==> src/rtl/d_cache_ctrl_pkg.sv <==
// Shared definitions for the direct-mapped data cache controller:
// controller states and the line geometry (64 lines of 8 bytes).
package d_cache_ctrl_pkg;

   localparam int INDEX_W   = 6;
   localparam int OFFSET_W  = 3;
   localparam int NUM_LINES = 64;

   typedef enum logic [2:0] {
      IDLE,
      LOOKUP,
      WB,
      REFILL,
      FILL,
      FL_CHECK,
      FL_WB,
      FL_DONE
   } state_t;

endpackage

==> src/rtl/d_cache_tag_array.sv <==
// Per-line tag, valid and dirty flops for the data cache.
// Reads are combinational; a fill, clear or dirty-set writes the selected line.
module d_cache_tag_array
   import d_cache_ctrl_pkg::*;
#(
   parameter int TAG_W = 23
) (
   input  logic               clk,
   input  logic               rst,
   input  logic [INDEX_W-1:0] i_idx,
   input  logic               i_fillEn,
   input  logic [TAG_W-1:0]   i_fillTag,
   input  logic               i_setDirty,
   input  logic               i_clrEn,
   output logic [TAG_W-1:0]   o_rdTag,
   output logic               o_rdValid,
   output logic               o_rdDirty
);

   logic [NUM_LINES-1:0] r_valid;
   logic [NUM_LINES-1:0] r_dirty;
   logic [TAG_W-1:0]     r_tag [NUM_LINES];

   assign o_rdTag   = r_tag[i_idx];
   assign o_rdValid = r_valid[i_idx];
   assign o_rdDirty = r_dirty[i_idx];

   // Reset invalidates every line; the tags themselves are left untouched.
   always_ff @(posedge clk or posedge rst) begin
      if (rst) begin
         r_valid <= '0;
         r_dirty <= '0;
      end else if (i_fillEn) begin
         r_valid[i_idx] <= 1'b1;
         r_dirty[i_idx] <= 1'b0;
      end else if (i_clrEn) begin
         r_valid[i_idx] <= 1'b0;
         r_dirty[i_idx] <= 1'b0;
      end else if (i_setDirty) begin
         r_dirty[i_idx] <= 1'b1;
      end
   end

   always_ff @(posedge clk) begin
      if (i_fillEn) begin
         r_tag[i_idx] <= i_fillTag;
      end
   end

endmodule

==> src/rtl/d_cache_ctrl.sv <==
// Direct-mapped, write-back, write-allocate data cache controller (64 x 8 bytes)
// driving an external data RAM with one-cycle read latency and a simple memory port.
module d_cache_ctrl
   import d_cache_ctrl_pkg::*;
#(
   parameter int ADDR_W = 32
) (
   input  logic              clk,
   input  logic              rst,
   input  logic              req_valid,
   output logic              req_ready,
   input  logic [ADDR_W-1:0] req_addr,
   input  logic              req_we,
   input  logic [63:0]       req_wdata,
   input  logic [7:0]        req_wstrb,
   output logic              resp_valid,
   output logic [63:0]       resp_rdata,
   input  logic              flush_i,
   output logic              flush_done,
   output logic [5:0]        ram_addr,
   output logic [63:0]       ram_wdata,
   output logic [7:0]        ram_wen,
   input  logic [63:0]       ram_rdata,
   output logic              mem_req,
   output logic              mem_we,
   output logic [ADDR_W-1:0] mem_addr,
   output logic [63:0]       mem_wdata,
   input  logic              mem_ack,
   input  logic [63:0]       mem_rdata
);

   localparam int TAG_W = ADDR_W - INDEX_W - OFFSET_W;

   state_t             r_state;
   state_t             w_next;
   logic [INDEX_W-1:0] r_idx;
   logic [INDEX_W-1:0] r_cnt;
   logic [TAG_W-1:0]   r_tag;
   logic               r_we;
   logic [63:0]        r_wdata;
   logic [7:0]         r_wstrb;
   logic [63:0]        r_victim;

   logic [INDEX_W-1:0] w_tagIdx;
   logic [TAG_W-1:0]   w_tagOut;
   logic               w_valid;
   logic               w_dirty;
   logic               w_hit;
   logic               w_fillEn;
   logic               w_setDirty;
   logic               w_clrEn;
   logic               w_flushing;
   logic               w_unusedOffset;

   assign w_unusedOffset = ^req_addr[OFFSET_W-1:0];
   assign w_flushing = (r_state == FL_CHECK) || (r_state == FL_WB) || (r_state == FL_DONE);
   assign w_tagIdx   = w_flushing ? r_cnt : r_idx;
   assign w_hit      = w_valid && (w_tagOut == r_tag);

   d_cache_tag_array #(
      .TAG_W(TAG_W)
   ) u_tagArray (
      .clk       (clk),
      .rst       (rst),
      .i_idx     (w_tagIdx),
      .i_fillEn  (w_fillEn),
      .i_fillTag (r_tag),
      .i_setDirty(w_setDirty),
      .i_clrEn   (w_clrEn),
      .o_rdTag   (w_tagOut),
      .o_rdValid (w_valid),
      .o_rdDirty (w_dirty)
   );

   // State register plus the request latch, victim capture and flush index counter.
   always_ff @(posedge clk or posedge rst) begin
      if (rst) begin
         r_state  <= IDLE;
         r_cnt    <= '0;
         r_idx    <= '0;
         r_tag    <= '0;
         r_we     <= 1'b0;
         r_wdata  <= '0;
         r_wstrb  <= '0;
         r_victim <= '0;
      end else begin
         r_state <= w_next;
         if (r_state == IDLE && flush_i) begin
            r_cnt <= '0;
         end else if (r_state == IDLE && req_valid) begin
            r_idx   <= req_addr[INDEX_W+OFFSET_W-1:OFFSET_W];
            r_tag   <= req_addr[ADDR_W-1:INDEX_W+OFFSET_W];
            r_we    <= req_we;
            r_wdata <= req_wdata;
            r_wstrb <= req_wstrb;
         end
         if (r_state == LOOKUP && !w_hit) begin
            r_victim <= ram_rdata;
         end
         if (w_clrEn) begin
            r_cnt <= r_cnt + INDEX_W'(1);
         end
      end
   end

   // Next state and every output; the RAM is readdressed in FILL so LOOKUP sees the new line.
   always_comb begin
      w_next     = r_state;
      req_ready  = 1'b0;
      resp_valid = 1'b0;
      resp_rdata = '0;
      flush_done = 1'b0;
      ram_addr   = r_idx;
      ram_wdata  = '0;
      ram_wen    = '0;
      mem_req    = 1'b0;
      mem_we     = 1'b0;
      mem_addr   = '0;
      mem_wdata  = '0;
      w_fillEn   = 1'b0;
      w_setDirty = 1'b0;
      w_clrEn    = 1'b0;
      case (r_state)
         IDLE: begin
            ram_addr  = req_addr[INDEX_W+OFFSET_W-1:OFFSET_W];
            req_ready = !flush_i;
            if (flush_i) begin
               w_next = FL_CHECK;
            end else if (req_valid) begin
               w_next = LOOKUP;
            end
         end
         LOOKUP: begin
            if (w_hit) begin
               resp_valid = 1'b1;
               w_next     = IDLE;
               if (r_we) begin
                  ram_wen    = r_wstrb;
                  ram_wdata  = r_wdata;
                  w_setDirty = 1'b1;
               end else begin
                  resp_rdata = ram_rdata;
               end
            end else begin
               w_next = (w_valid && w_dirty) ? WB : REFILL;
            end
         end
         WB: begin
            mem_req   = 1'b1;
            mem_we    = 1'b1;
            mem_addr  = {w_tagOut, r_idx, {OFFSET_W{1'b0}}};
            mem_wdata = r_victim;
            if (mem_ack) begin
               w_next = REFILL;
            end
         end
         REFILL: begin
            mem_req  = 1'b1;
            mem_addr = {r_tag, r_idx, {OFFSET_W{1'b0}}};
            if (mem_ack) begin
               ram_wdata = mem_rdata;
               ram_wen   = 8'hFF;
               w_fillEn  = 1'b1;
               w_next    = FILL;
            end
         end
         FILL: begin
            w_next = LOOKUP;
         end
         FL_CHECK: begin
            ram_addr = r_cnt;
            w_next   = FL_WB;
         end
         FL_WB: begin
            ram_addr = r_cnt;
            if (w_valid && w_dirty) begin
               mem_req   = 1'b1;
               mem_we    = 1'b1;
               mem_addr  = {w_tagOut, r_cnt, {OFFSET_W{1'b0}}};
               mem_wdata = ram_rdata;
            end
            if (!(w_valid && w_dirty) || mem_ack) begin
               w_clrEn = 1'b1;
               w_next  = (r_cnt == INDEX_W'(NUM_LINES - 1)) ? FL_DONE : FL_CHECK;
            end
         end
         FL_DONE: begin
            ram_addr   = r_cnt;
            flush_done = 1'b1;
            w_next     = IDLE;
         end
         default: begin
            w_next = IDLE;
         end
      endcase
   end

endmodule

==> config.mk <==
export PLATFORM = sky130hd
export DESIGN_NAME = d_cache_ctrl
export DESIGN_NICKNAME = d
export VERILOG_FILES = /design/src/rtl/d_cache_ctrl_pkg.sv /design/src/rtl/d_cache_tag_array.sv /design/src/rtl/d_cache_ctrl.sv
export SDC_FILE = /design/constraint.sdc
export NUM_CORES = 2
export LEC_CHECK = 0
export ABC_AREA = 1
export BUFFER_PORTS_ARGS = -buffer_cell sky130_fd_sc_hd__buf_2
export CORE_MARGIN = 4
export CORE_UTILIZATION = 40
export CTS_CLUSTER_SIZE = 12
export DETAILED_ROUTE_END_ITERATION = 6
export PLACE_DENSITY = 0.57
export SLEW_MARGIN = 10
export SYNTH_ARGS = -nofsm -noshare
export SYNTH_HDL_FRONTEND = slang
export SYNTH_SLANG_ARGS = --single-unit
==> constraint.sdc <==
create_clock -name clk -period 14.2 [get_ports clk]
set_input_delay 4.26 -clock clk [delete_from_list [all_inputs] [get_ports clk]]
set_output_delay 4.26 -clock clk [all_outputs]
set_load 0.1 [all_outputs]
### After elaboration in Yosys (flattened, before gate mapping)

Memories as Yosys holds them, arrays and structs flattened.
Cells that the tools add are included.

| word-level totals | value |
|---|---|
| input bits | 238 |
| bits in registers | 303 |
| bits in writable memories | 1472 |
| memories | 1 |
| output and inout bits | 243 |
| logic and storage cells | 108 |

| cells by class | value |
|---|---|
| reductions and logical operators | 20 |
| bitwise operators | 6 |
| add/subtract/negate cells | 1 |
| $lt $le $gt $ge | 2 |
| muxes and demuxes | 55 |
| equal/unequal tests | 13 |

Memories:

| memory | words | width | read ports | clocked after Yosys merged registers in | wr ports | RTL line | text |
|---|---|---|---|---|---|---|---|
| u_tagArray.r_tag | 64 | 23 | 1 | 0 | 1 | d_cache_tag_array.sv:22 | `logic [TAG_W-1:0] r_tag [NUM_LINES];` |

Operators with widths:

| kind | number |
|---|---|
| two-way mux 64 bit | 12 |
| case mux 64 bit (2 select lines) | 2 |
| bitwise AND 64 bit | 2 |
| OR 64 bit | 2 |
| case mux 32 bit (3 select lines) | 1 |
| inverter 64 bit | 1 |
| two-way mux 32 bit | 1 |
| two-way mux 8 bit | 3 |
| case mux 3 bit (8 select lines) | 1 |
| == test 23 bit | 1 |
| two-way mux 1 bit | 18 |
| two-way mux 6 bit | 3 |
| case mux 8 bit (2 select lines) | 1 |
| two-way mux 3 bit | 5 |
| binary-select mux 1 bit (select 6 bit) | 2 |
| == test 3 bit, second input constant | 4 |
| case mux 6 bit (2 select lines) | 1 |
| < comparator 6 x 7 -> 1 bit, second input constant | 1 |
| adder 6 x 1 -> 6 bit, second input constant | 1 |
| demux 1 bit (select 6 bit) | 1 |
| == test 3 x 2 -> 1 bit, second input constant | 2 |
| == test 6 bit, second input constant | 1 |
| greater-or-equal comparator 6 x 1 -> 1 bit, second input constant | 1 |
| logical AND 1 bit | 6 |
| other kinds (16) | 24 |

### Depth between registers and ports, before layout

| logic depth | value |
|---|---|
| depth after elaboration | 13 |
| gate-level depth with buffers | 31 |

### By module

Synthesis repeated with hierarchy kept, for this count alone.

| second synthesis, totals | value |
|---|---|
| cell total of the unflattened synthesis | 8317 |
| area, all modules | 80165.6 um2 |

By module, submodules not included:

| module | area an instance (um2) | instances | cells an instance |
|---|---|---|---|
| d_cache_tag_array | 70167.3 | 1 | 7052 |
| d_cache_ctrl | 9998.3 | 1 | 1265 |

### Worst setup path after synthesis

No wires, ideal clock.

| path | value |
|---|---|
| path type | input to output |
| from | input mem_ack |
| to | output ram_wen[2] |
| required time | 9.940 ns |
| buffers on the path | 4 |
| stages on the path | 8 |
| slack | 3.335 ns |
| arrival | 6.605 ns |
| cells stage by stage | inv_1 nor2_1 inv_1 clkbuf_1 clkbuf_1 clkbuf_1 clkbuf_1 o21ai_0 |

| between the ends | value |
|---|---|
| longest elaborated chain between the ends | 2 |

Ends and longest elaborated chain:

| item | RTL line | text |
|---|---|---|
| start: declaration | d_cache_ctrl.sv:28 | `input logic mem_ack,` |
| two-way mux 8 bit | d_cache_ctrl.sv:160 | `if (mem_ack) begin` |
| case mux 8 bit (2 select lines) | d_cache_ctrl.sv:123 | `case (r_state)` |
| end: declaration | d_cache_ctrl.sv:22 | `output logic [7:0] ram_wen,` |

No other way between the ends.

### Final worst setup path

| path | value |
|---|---|
| from | register r_state[2] |
| to | output ram_wdata[12] |

| between the ends | value |
|---|---|
| longest elaborated chain between the ends | 9 |
| elaborated cells on any way between the ends | 15 |

Ends and longest elaborated chain:

| item | RTL line | text |
|---|---|---|
| start: declaration | d_cache_ctrl.sv:34 | `state_t r_state;` |
| start signal: assignment | d_cache_ctrl.sv:87 | `r_state <= w_next;` |
| == test 3 bit | d_cache_ctrl.sv:56 | `assign w_flushing = (r_state == FL_CHECK) \|\| (r_state == FL_WB) \|\| (r_state == FL_DONE);` |
| logical OR 1 bit (2 in series) | d_cache_ctrl.sv:56 |  |
| two-way mux 6 bit | d_cache_ctrl.sv:57 | `assign w_tagIdx = w_flushing ? r_cnt : r_idx;` |
| memory read (64 x 23 bit) or binary-select mux 1 bit (select 6 bit) (tied branches) | n/a |  |
| == test 23 bit or two-way mux 1 bit (tied branches) | d_cache_ctrl.sv:58, d_cache_tag_array.sv:25 |  |
| logical AND 1 bit | d_cache_ctrl.sv:58 | `assign w_hit = w_valid && (w_tagOut == r_tag);` |
| two-way mux 64 bit | d_cache_ctrl.sv:134 | `if (w_hit) begin` |
| case mux 64 bit (2 select lines) * | d_cache_ctrl.sv:123 |  |
| end: declaration | d_cache_ctrl.sv:21 | `output logic [63:0] ram_wdata,` |

Mark *: on every way between the ends. The rest lies on a longest branch, timed or not. The select of a mux whose other input is x is not followed.

==> flow_summary.ini <==
[final_layout]
drive_gt1_share_pct = 10.4
stdcell_count = 12500
area_delta_synth_final_pct = 13.9
final_nets = 9896
final_core_util_pct = 45.9
n_fill_cell = 19700

[drt]
vias = 62600
drt_first_pass_iters = 6
drt_wl_total_um = 270000
highest_layer = met5
post_drt_wl_per_cell_um = 21.6
met2WireLength_um = 126000
via_per_inst = 5.00
wl_met1_um = 118000
ant_nets = 0
dr_wl_met3_um = 18000
drtIter0Drc = 5819
drc_errors = 0

[timing]
holdWs_ps = 483
period_share_pct = 87.3
tns_ps = 0
max_freq_mhz = 80.7
period_minus_slack_ps = 12400
finClkSkew_ps = 84.0
setup_viol = 0
drv_slew = 0
tightest_slew_ps = 1100
grt_setup_unrepaired = no
finalHoldViolCount = 0
relSlewSlack_pct = 26.4

[worst_setup_path]
cp-start-kind = flop
r2r_cells = 28
end_kind = output pin
required_ps = 9940
r2r_slack_ps = 6210
critPathKind = flop to output pin
cp_data_arrival_time_ps = 8140
critPathMaxFanout = 99

[place]
numPortBuffers = 474
gp_congestion = 0.932
dp_hpwl_um = 160000
post-place-cells = 12100

[die]
rows = 166
start_util_pct = 40.3
die_x_um = 462
die_h_um = 462
die-area_um2 = 213000
core_region_area_um2 = 205000
ios = 481

[global_route]
grt_pass1_wl_um = 390000
antenna_found_initial = 18
track_usage_pct = 24.8
grt_pass1_vias = 58300
grt_overflow = 0
grt_max_degree = 142

[outcome]
status = finished, final reports clean

[power_and_ir_drop]
total_power_mw = 22.5
vdd_ir_drop_max_v = 0.000283
powerDensity_nw_per_um2 = 240
power.leakage_nw = 43.3

[synthesis]
yosysTopAreaCellShare_pct = 53.6
synth_most_common_cell = nand2_1
synthArstFlopShare_pct = 17.1
yosys-top-cells-count = nand2_1 (3925), edfxtp_1 (1472), inv_1 (1280), nor2_1 (559), o21ai_0 (502)
synth_ff_type = edfxtp_1
yosysTopAreaCell = edfxtp_1
synth.distinct_cells = 36
avgSynthCellArea_um2 = 8.86
synth_seq_area_share_pct = 62.8
ys_seq_elements = 1775
synthesis.area_um2 = 82500
yosysWarnings = 0
synth_edf_count = 1472
ys_top_cells_by_area = edfxtp_1 (54%), nand2_1 (18%), dfrtp_1 (9.2%)
syn_inst = 9304

[cts]
cts_tree = done
clock-root-buffer = clkbuf_16
ctsHoldBuffers = 0
clkSinkCount = 1775
worstSkewPairLatency_ps = 870
cts_buffers = 195
clockBufferDepth = 3
cts_setup_buffers = 0
h-tree-depth = 4
clk_pin_slew_ps = 60
cts-resized-gates = 0

[min_path]
min_path_type = flop to flop
hold_path_depth = 2

[flow_run]
cap_violations = 0
==> where the power goes <==
part / internal (mW) / switching, mW
clock network: 2.75 / 2.15
logic: 2.34 / 8.41
registers: 6.68 / 0.211
==> per-stage QoR <==
stage / setup WS (ps) / cell area [um^2]
floorplan: 1570 / 82500
global placement: 2550 / 87700
detailed placement: 2560 / 87700
CTS: 1680 / 93900
global route: 1310 / 93900
finish: 1800 / 93900
==> path summary, 6_finish.rpt <==
kind | start | end
worst max-delay path | r_state[2]$_DFFE_PP0P_ | ram_wdata[12]
worst min-delay path | r_victim[14]$_DFFE_PP0P_ | r_victim[14]$_DFFE_PP0P_
worst max register to register | r_state[2]$_DFFE_PP0P_ | flop
worst min register to register | r_victim[14]$_DFFE_PP0P_ | r_victim[14]$_DFFE_PP0P_
max in group asynchronous | rst | r_victim[6]$_DFFE_PP0P_
min in group asynchronous | rst | r_wdata[8]$_DFFE_PP0P_
==> sequential cells by signal, indices dropped and copies added, names as in the netlist, named ones only <==
register	cells
r_we	1
r_wstrb	8
r_state	3
r_idx	6
r_tag	23
r_wdata	64
r_cnt	6
u_tagArray.r_tag	1472
r_victim	64
==> cell usage in the layout (no fill, tap or decap), types with 4 or more instances in the layout <==
cell / netlist / final
clkbuf_1: 181 / 54
buf_2: 237 / 474
dfrtp_1: 303 / 279
clkinv_1: 2 / 49
buf_4: 25 / 140
inv_8: 0 / 4
nand2_2: 11 / 9
nor2_4: 0 / 10
inv_2: 7 / 5
o21ai_4: 3 / 4
clkbuf_8: 0 / 5
nand2_4: 1 / 5
nor3_1: 70 / 70
inv_1: 1280 / 1278
nor3_4: 3 / 4
edfxtp_1: 1472 / 1472
a21oi_1: 96 / 96
nor2_2: 7 / 63
dfrtp_2: 0 / 24
bufinv_16: 0 / 10
mux2_2: 4 / 4
o22ai_1: 51 / 51
nand2_1: 3925 / 3921
o221ai_1: 6 / 6
nand3b_1: 43 / 43
diode_2: 0 / 8
buf_12: 0 / 17
clkbuf_16: 0 / 195
clkinv_2: 0 / 22
o21ai_0: 502 / 502
o211ai_1: 6 / 6
o21ai_1: 204 / 204
nor2_1: 559 / 493
clkinv_16: 0 / 9
nand3_1: 259 / 257
==> cell families after synthesis <==
logic type / count (synthesis) / synth area share (%)
compound gates: 871 / 5.46
xor+xnor: 3 / 0.0319
fa+ha+maj: 1 / 0.0152
buf+inv: 1766 / 8.56
flops: 1775 / 62.8
mux: 4 / 0.0546
other cells: 1 / 0.00455
simple gates: 4883 / 23.1
==> critical path, stage by stage, from the launching register on <==
cell,delay [ps]
dfrtp_1,460
nand2_2,200
nand2_2,290
nand2_2,640
nand2_8,650
buf_12,430
buf_12,220
nand2_1,70
nand2_1,50
nand2_1,50
nand2_1,80
nand2_1,60
nand2_1,60
nand2_1,130
nand2_1,80
nor2_1,520
nand3_1,160
nand2_1,110
nand2_1,80
nor2_1,120
nand2_1,70
nor2_2,590
nand4_4,690
buf_4,460
o21ai_0,330
buf_2,520
==> layer usage <==
metal  global-route usage [%]  vias up
met3                     4.50      404
met4                     7.67       12
li1                         -    30000
met2                     39.8     1972
met1                     34.2    30200
met5                        0        -
==> area by class of cell <==
type                            instances  area [um^2]  share of cell area, %
Timing Repair Buffer                  631         3760                   4.01
Sequential cell                      1775        51800                   55.2
Tap cell                             2688         3360                   3.58
Inverter                             1289         4870                   5.18
Multi-Input combinational cell       5765        23900                   25.5
Clock buffer                          254         5150                   5.49
Clock inverter                         99          988                   1.05
Antenna cell                            8         20.0                 0.0213
(Power assumes the default switching activity.)
